`src/rtl/lane_deskew_ctrl.sv`:
```
// rtl/lane_deskew_ctrl.sv - multi-lane deskew FIFOs and lock-step merge controller
// Buffers up to four aligned byte lanes, waits for all active lanes, then pops them together.
module lane_deskew_ctrl #(
  parameter int SKEW_MAX   = 4,
  parameter int FIFO_DEPTH = 8
) (
  input  logic        clk,
  input  logic        reset,
  input  logic [1:0]  lane_cfg,
  input  logic [3:0]  lane_valid,
  input  logic [31:0] lane_dat,
  output logic        out_valid,
  output logic [31:0] out_dat,
  output logic        busy,
  output logic        frame_done,
  output logic        skew_err,
  output logic        ovf_err
);

  localparam int AW  = $clog2(FIFO_DEPTH);
  localparam int CW  = AW + 1;
  localparam int ACW = (SKEW_MAX < 1) ? 1 : $clog2(SKEW_MAX + 1);

  typedef enum logic [1:0] {IDLE, ALIGN, STREAM, END} state_t;

  state_t          state, state_nxt;
  logic [ACW-1:0]  align_cnt, align_cnt_nxt;
  logic [3:0]      mask, cfg_mask, wr_mask;
  logic [3:0]      want, push, pop_lane, nonempty, full, ovf_lane;
  logic            all_ready, pop, ovf, flush, load_mask, fd_nxt, se_nxt;
  logic [31:0]     head_word;

  logic [7:0]      mem [4][FIFO_DEPTH];
  logic [AW-1:0]   wr_ptr [4];
  logic [AW-1:0]   rd_ptr [4];
  logic [CW-1:0]   cnt [4];

  always_comb begin
    cfg_mask = 4'b0001;
    case (lane_cfg)
      2'd0: cfg_mask = 4'b0001;
      2'd1: cfg_mask = 4'b0011;
      2'd2: cfg_mask = 4'b0111;
      2'd3: cfg_mask = 4'b1111;
      default: cfg_mask = 4'b0001;
    endcase
  end

  // In IDLE the registered mask is stale; the first bytes of a burst use the live config.
  assign wr_mask = (state == IDLE) ? cfg_mask : mask;

  always_comb begin
    nonempty  = '0;
    full      = '0;
    head_word = '0;
    for (int i = 0; i < 4; i++) begin
      nonempty[i] = (cnt[i] != '0);
      full[i]     = (cnt[i] == CW'(FIFO_DEPTH));
      head_word[8*i +: 8] = mask[i] ? mem[i][rd_ptr[i]] : 8'h00;
    end
  end

  assign all_ready = &(nonempty | ~mask);
  assign pop       = all_ready && ((state == ALIGN) || (state == STREAM));
  assign pop_lane  = {4{pop}} & mask;
  assign want      = lane_valid & wr_mask & {4{state != END}};
  assign ovf_lane  = want & full & ~pop_lane;
  assign push      = want & ~ovf_lane;
  assign ovf       = |ovf_lane;
  assign busy      = (state != IDLE);

  always_comb begin
    state_nxt     = state;
    align_cnt_nxt = align_cnt;
    load_mask     = 1'b0;
    fd_nxt        = 1'b0;
    se_nxt        = 1'b0;
    case (state)
      IDLE: begin
        if (|(lane_valid & cfg_mask)) begin
          state_nxt     = ALIGN;
          align_cnt_nxt = '0;
          load_mask     = 1'b1;
        end
      end
      ALIGN: begin
        if (all_ready) begin
          state_nxt = STREAM;
        end else if (align_cnt == ACW'(SKEW_MAX)) begin
          se_nxt    = 1'b1;
          state_nxt = END;
        end else begin
          align_cnt_nxt = align_cnt + ACW'(1);
        end
      end
      STREAM: begin
        if (!all_ready) begin
          fd_nxt    = 1'b1;
          state_nxt = END;
        end
      end
      END: begin
        if ((lane_valid & mask) == 4'b0000) state_nxt = IDLE;
      end
      default: state_nxt = IDLE;
    endcase
    if (ovf) state_nxt = END;
  end

  // Counts stay zero for the whole of END because writes are discarded there.
  assign flush = (state_nxt == END);

  always_ff @(posedge clk or posedge reset) begin
    if (reset) begin
      state      <= IDLE;
      align_cnt  <= '0;
      mask       <= 4'b0001;
      out_valid  <= 1'b0;
      out_dat    <= '0;
      frame_done <= 1'b0;
      skew_err   <= 1'b0;
      ovf_err    <= 1'b0;
    end else begin
      state      <= state_nxt;
      align_cnt  <= align_cnt_nxt;
      if (load_mask) mask <= cfg_mask;
      out_valid  <= pop;
      if (pop) out_dat <= head_word;
      frame_done <= fd_nxt;
      skew_err   <= se_nxt;
      ovf_err    <= ovf;
    end
  end

  always_ff @(posedge clk or posedge reset) begin
    if (reset) begin
      for (int i = 0; i < 4; i++) begin
        wr_ptr[i] <= '0;
        rd_ptr[i] <= '0;
        cnt[i]    <= '0;
      end
    end else begin
      for (int i = 0; i < 4; i++) begin
        if (flush) begin
          wr_ptr[i] <= '0;
          rd_ptr[i] <= '0;
          cnt[i]    <= '0;
        end else begin
          if (push[i])     wr_ptr[i] <= wr_ptr[i] + AW'(1);
          if (pop_lane[i]) rd_ptr[i] <= rd_ptr[i] + AW'(1);
          if (push[i] && !pop_lane[i])      cnt[i] <= cnt[i] + CW'(1);
          else if (!push[i] && pop_lane[i]) cnt[i] <= cnt[i] - CW'(1);
        end
      end
    end
  end

  always_ff @(posedge clk) begin
    for (int i = 0; i < 4; i++) begin
      if (push[i]) mem[i][wr_ptr[i]] <= lane_dat[8*i +: 8];
    end
  end

endmodule

```
`config.mk`:
```
export PLATFORM = sky130hd
export DESIGN_NAME = lane_deskew_ctrl
export DESIGN_NICKNAME = d
export VERILOG_FILES = /design/src/rtl/lane_deskew_ctrl.sv
export SDC_FILE = /design/constraint.sdc
export NUM_CORES = 1
export LEC_CHECK = 0
export ABC_AREA = 0
export ABC_CLOCK_PERIOD_IN_PS = 3400
export BUFFER_PORTS_ARGS = -buffer_cell sky130_fd_sc_hd__buf_2
export CORE_UTILIZATION = 40
export CTS_BUF_LIST = sky130_fd_sc_hd__clkbuf_2
export CTS_CLUSTER_DIAMETER = 30
export DETAILED_ROUTE_END_ITERATION = 6
export GPL_ROUTABILITY_DRIVEN = 1
export MAX_ROUTING_LAYER = met4
export SLEW_MARGIN = 10
export SYNTH_ARGS = -nofsm -noshare
export SYNTH_HDL_FRONTEND = slang
export SYNTH_SLANG_ARGS = --single-unit
```
`constraint.sdc`:
```
create_clock -name clk -period 3.4 [get_ports clk]
set_input_delay 0.68 -clock clk [delete_from_list [all_inputs] [get_ports clk]]
set_output_delay 0.68 -clock clk [all_outputs]
set_load 0.05 [all_outputs]
```
---- After elaboration in Yosys (flattened, before gate mapping) ----
Memory sizes are Yosys's and may differ from the RTL's.
Cells that the tools add are included.
W data, S select, Z words.
word-level totals
  flip-flop bits (word level) ............. 85
  bits in writable memories ............... 256
  input bits .............................. 40
  output and inout port bits .............. 37
  word-level logic and storage cells ...... 213
  memories ................................ 1
memory list
  name  depth  width  rd ports  clocked after Yosys merged registers in  wr ports  line  source
  mem   4      64     4         0                                        4         33    logic [7:0] mem [4][FIFO_DEPTH];
cells by class
  $add $sub $neg .......................... 17
  magnitude comparators ................... 12
  equality and inequality tests ........... 16
  multiplexer cells ....................... 80
  bitwise operators ....................... 20
  reduce and logical (&&, ||, !) cells .... 47
operators by type and width
  kind                   number
  $mux W64               4
  $mux W8                16
  $bmux W8 S3            4
  $demux W8 S3           4
  $mux W3                19
  $mux W4                13
  $and A4 B4 Y4          8
  $ge A4 B4 Y1 const B   8
  $not A3 Y4             8
  $add A3 B1 Y3 const B  9
  $reduce_bool A2 Y1     10
  $add A4 B1 Y4 const B  4
  $eq A4 B4 Y1 const B   4
  $lt A4 B1 Y1 const B   4
  $pmux W4 S4            1
  $reduce_bool A4 Y1     4
  $sub A4 B1 Y4 const B  4
  $logic_and A1 B1 Y1    13
  $mux W2                6
  $not A4 Y4             3
  $reduce_bool A3 Y1     4
  $mux W1                11
  $eq A2 B2 Y1 const B   5
  $logic_not A1 Y1       8
  12 further kinds       18

---- Longest topological paths before layout ----
  depth in word-level cells ............... 14
  mapped depth ............................ 13
  gate-level depth less buffers ........... 12

---- Least setup slack after synthesis ----
Ideal clock, no wire load.
  path kind ............................... reg2reg
  start point ............................. reg state[1]
  end point ............................... reg cnt[7] (netlist name)
  setup time .............................. 0.107 ns
  arrival time ............................ 3.019 ns
  data required time ...................... 3.293 ns
  setup slack ............................. 0.274 ns
  stages on the path, launching flop included .. 14
  buffers on the path ..................... 1
  period minus slack after synthesis ...... 3.126 ns
  cell sequence ........................... dfrtp_1 > inv_1 > ha_1 > buf_2 > mux2i_1 > nor3b_1 > o21ai_1 > or2_2 > ha_1 > a21o_1 > a21oi_1 > nand4_1 > nor3b_1 > a2111oi_4
between the ends
  cells in the longest elaborated chain, start to end .. 11
  elaborated cells between the ends (all ways) .. 32
  classes of those cells .................. eq/ne: 5; mux: 10; bitwise: 8; reduce/logical: 9
RTL lines
  element                                                           line  source
  from (decl)                                                       26    state_t state, state_nxt;
  from (signal assigned)                                            124   state <= state_nxt;
  parallel branches: the longest is 11 deep, another holds $mux W4  n/a
  to (signal, indexed assignment)                                   151   if (push[i] && !pop_lane[i]) cnt[i] <= cnt[i] + CW'(1);
  to (signal, indexed assignment)                                   152   else if (!push[i] && pop_lane[i]) cnt[i] <= cnt[i] - CW'(1);
  to (decl)                                                         36    logic [CW-1:0] cnt [4];
Parallel ways; which one is timed is not known.
A chain may end at the register's enable or synchronous reset.

---- Final worst setup path ----
Same ends and word-level chain as after synthesis.

==> results.md <==
- In the synthesized netlist the dominant register cell turns out to be edfxtp_1.
- After layout, the minimum clock period comes to 3.11 ns.
- In the finished design, the share of the clock period the worst path needs comes to 0.916.
- The required time of the critical path is 4.22 ns.
- The number of DRC violations after detailed-routing iteration 0 is 387.
- Summing all multi-input logic gate instances after layout gives 4400 sq um.
- For the pin with the worst max-slew slack, the measured transition is 0.903 ns.
- The clock passes through at most 3 buffers.
- The die area is 37000 sq um.
- TritonCTS built the clock tree.
- STA puts the critical path data arrival time at between 3 and 4 ns.
- Of the total synthesized cell area, the portion taken by full adders, half adders and majority gates is 0.0254.
- In this run the tightest slew margin relative to its limit is 0.396.
- The library cell used most frequently in the layout, excluding fill and tap cells, is edfxtp_1.
- The die outline height is 192 microns.
- At the later pin of the worst-skew pair, clock insertion delay measures 0.92 ns.
- The clock arrives with 0.0471 ns of skew.
- In the routed design, unresolved DRC markers number 0.
- The half-perimeter wire length after detailed placement is roughly 18000 microns.
- The total congestion overflow after global routing is 0.
- The count of nets left with antenna violations after detail routing is 0.
- After synthesis, the share of cell area in mux cells is 0.128.
- The endpoint kind of the worst setup timing path is a register.
- The number of search-and-repair iterations in the first detailed-routing pass is 5.
- After detailed routing, the average wire length per cell comes to about 18 microns.
- Setup violations remaining at the end of the flow were counted as 0.
- The number of placement rows is 69.
- The worst setup path is launched from a register.
- The max capacitance violation total is 0.
- The H-tree generated during clock tree synthesis spans 3 levels.
- The worst min-delay path category is primary input to register.
- The tree built by TritonCTS fans out to 340 sinks.
- The largest family of logic cells by synthesized area is multiplexers.
- Summed over all layers, the routed wires come to around 29000 microns.
- The run finished with clean final reports.
- The compound-gate portion of the synthesized area is 0.0667.
- The worst hold path passes through 6 cells.
- The aggregate global-route resource usage is 0.172.
- The total via count in the routed design is 8306.
- The number of enable flip-flop cells after synthesis is 256.
- The number of instances in the synthesized netlist is 882.
- The number of pins exceeding their max-slew limit in the final report is 0.
- edfxtp_1 takes more of the synthesized area than any other cell.
- The filler cells instantiated in the layout total 3155.
- The signal on the critical path passes through inv_1 -> ha_2 -> mux2i_1 -> nor3b_2 -> o21ai_1 -> or2_2 -> ha_1 -> a21o_1 -> a21oi_1 -> nand4_1 -> nor3b_1 -> a2111oi_4.
- Setup repair after global routing left no endpoint under its margin.
- After the last flow step, the layout net total stands at about 1200.
- The top cell types in the final layout, fill and taps aside, are edfxtp_1 (256), clkbuf_2 (136), dfrtp_1 (84).
- The area growth from synthesis to layout is 16.9%.
- The path type of the worst setup path is register to register.
- Along the worst path, the maximum fanout reaches 9.
- The largest vdd supply drop is slightly below 500 uV.
- On the worst path, the slowest cell contributes a delay of 0.46 ns.
- For this run, the register share of the synthesized area comes to 0.676.
- The worst register-to-register path has a depth of 12.
- Averaged over all synthesized cells, the footprint is about 16 sq um.
- The synthesized netlist contains 68 unique library cells.
- The sequential cells in the finished layout cover a total of approximately 9800 sq um.
- The highest-delay cell along the critical path is dfrtp_1.
- Summed over all cells, the static leakage comes to 6.33 nW.
- The accumulated negative setup slack is 0 ns.
- The final weighted congestion in routability-driven placement is between 0.8 and 0.9.
- The number of global-route vias before repair was between 8000 and 9000.
- The clock buffer count from CTS is 92.
- The number of failing hold endpoints at the final stage is 0.
- The first global-routing pass estimated 46600 microns of wire.
- The number of antenna violations at the first check in global routing is 3.
- The area fraction in and, or, nand and nor cells after synthesis is 0.0699.
- Yosys printed 0 warnings.
- The synthesized netlist net count is between 900 and 1000.
- After clock tree synthesis, the clock-pin slew on the worst setup and hold paths is 0.11 ns.
- The pin count of the biggest net entering global routing is 53.
- CTS placed an instance of clkbuf_2 at the clock tree root.
- The count of input and output buffers is 76.
- The maximum clock frequency is 0.321 GHz.
- The share of final-layout standard cells stronger than drive strength 1 is 0.323.
- The count of buffers added by post-CTS timing repair for setup is 0.
- Of the post-synthesis cell area, the dominant cell type holds 0.531.
- slightly below 80 I/O pins were placed.
- In this run the power density over the cells is roughly 810 nW/um^2.
- The total standard cell area after synthesis is 14500 sq um.
- Of the total synthesized cell area, the portion taken by XOR and XNOR cells is 0.0127.
- The die is 192 microns wide.
- In this run the standard cell core region covers 35600 sq um.
- After detailed routing, the number of vias per cell comes to 5.07.
- The share of synthesized flip-flops with an asynchronous set or reset is 0.247.
- By area the synthesized netlist is led by edfxtp_1 (53%), dfrtp_1 (15%), mux4_2 (10%).
- The flip-flop and latch count after synthesis is 340.
- The worst hold margin is slightly below 0.4 ns.
- The initial cell density of the core is 0.407.
cell usage after synthesis (all sizes together) (9+ instances only):
cell,number
clkbuf,19
nand3,15
edfxtp,256
nor3,43
a211oi,12
mux4,64
nand2,60
nand2b,10
dfrtp,84
buf,24
xor2,9
ha,23
mux2i,39
a21oi,16
inv,24
o21ai,53
xnor2,12
nor2,32
power breakdown:
part | internal [mW] | total, mW | switching (mW) | leakage (nW)
sequential | 5.06 | 5.55 | 0.484 | 3.41
clock | 1.23 | 2.89 | 1.66 | 0.668
combinational | 2.08 | 5.22 | 3.14 | 2.25
registers in the layout (all words and copies together), names as in the netlist:
register,cells
wr_ptr,12
cnt,16
mem,256
mask,3
out_dat,32
ovf_err,1
out_valid,1
align_cnt,3
skew_err,1
frame_done,1
state,2
rd_ptr,12
final cells by class:
type | instances | area share
clock buffer | 136 | 0.0402
timing repair buffer | 165 | 0.0695
multi-input combinational | 474 | 0.260
antenna | 3 | 0.000444
clock inverter | 34 | 0.0116
tap | 461 | 0.0341
sequential | 340 | 0.578
inverter | 25 | 0.00577
routing by layer:
layer / up-vias / wire length [microns] / track usage
met1: 4159 / 12800 / 0.206
met2: 163 / 14900 / 0.284
met5: - / 0 / -
li1: 3939 / - / -
met4: 0 / 409 / 0.0542
met3: 45 / 1280 / 0.0456
timing repair:
action                                  4_1_cts  5_1_grt
gates resized for setup                       0        2
endpoints found under the setup margin        0        2
endpoints found under the hold margin       309        0
hold buffers                                 36        0
worst paths after layout:
path / startpoint / endpoint / slack [ns]
worst max-delay path: state[1]$_DFF_PP0_ / cnt[7]$_DFFE_PP0P_ / 0.29
worst min-delay path: lane_valid[1] / wr_ptr[7]$_DFFE_PP0P_ / 0.39
worst max register to register: state[1]$_DFF_PP0_ / cnt[7]$_DFFE_PP0P_ / 0.29
worst min register to register: out_dat[8]$_DFFE_PP0N_ / out_dat[8]$_DFFE_PP0N_ / 0.48
max in group asynchronous: reset / ovf_err$_DFF_PP0_ / 2.25
min in group asynchronous: reset / out_dat[31]$_DFFE_PP0N_ / 0.45
logic make-up (layout without fill, tap and decap cells):
logic type / Yosys count / count (layout)
and+or+nand+nor: 194 / 194
AOI/OAI and AO/OA: 127 / 127
buffers and inverters: 68 / 360
adders and majority gates: 27 / 27
other: 0 / 3
muxes: 105 / 105
DFF: 340 / 340
xor gates and xnor gates: 21 / 21
worst max-delay path, delay by kind of cell (launching register included):
kind                       cells  cell delay (ns)
muxes                          1             0.15
buffers and inverters          1             0.15
adders and majority gates      2             0.59
DFF                            1             0.46
AOI/OAI and AO/OA              4             0.83
and+or+nand+nor                4             0.85
stage by stage:
step	setup slack (ns)	std cells	utilization	power (mW)	instance area [sq um]
floorplan	0.274	882	-	9.48	14500
global placement	0.267	1429	0.441	10.8	15700
detailed placement	0.141	1429	0.441	10.9	15700
CTS	0.113	1635	0.475	13.9	16900
global route	0.0239	1638	0.476	14.7	16900
finish	0.286	1638	0.476	13.7	16900
(Power assumes the default switching activity.)
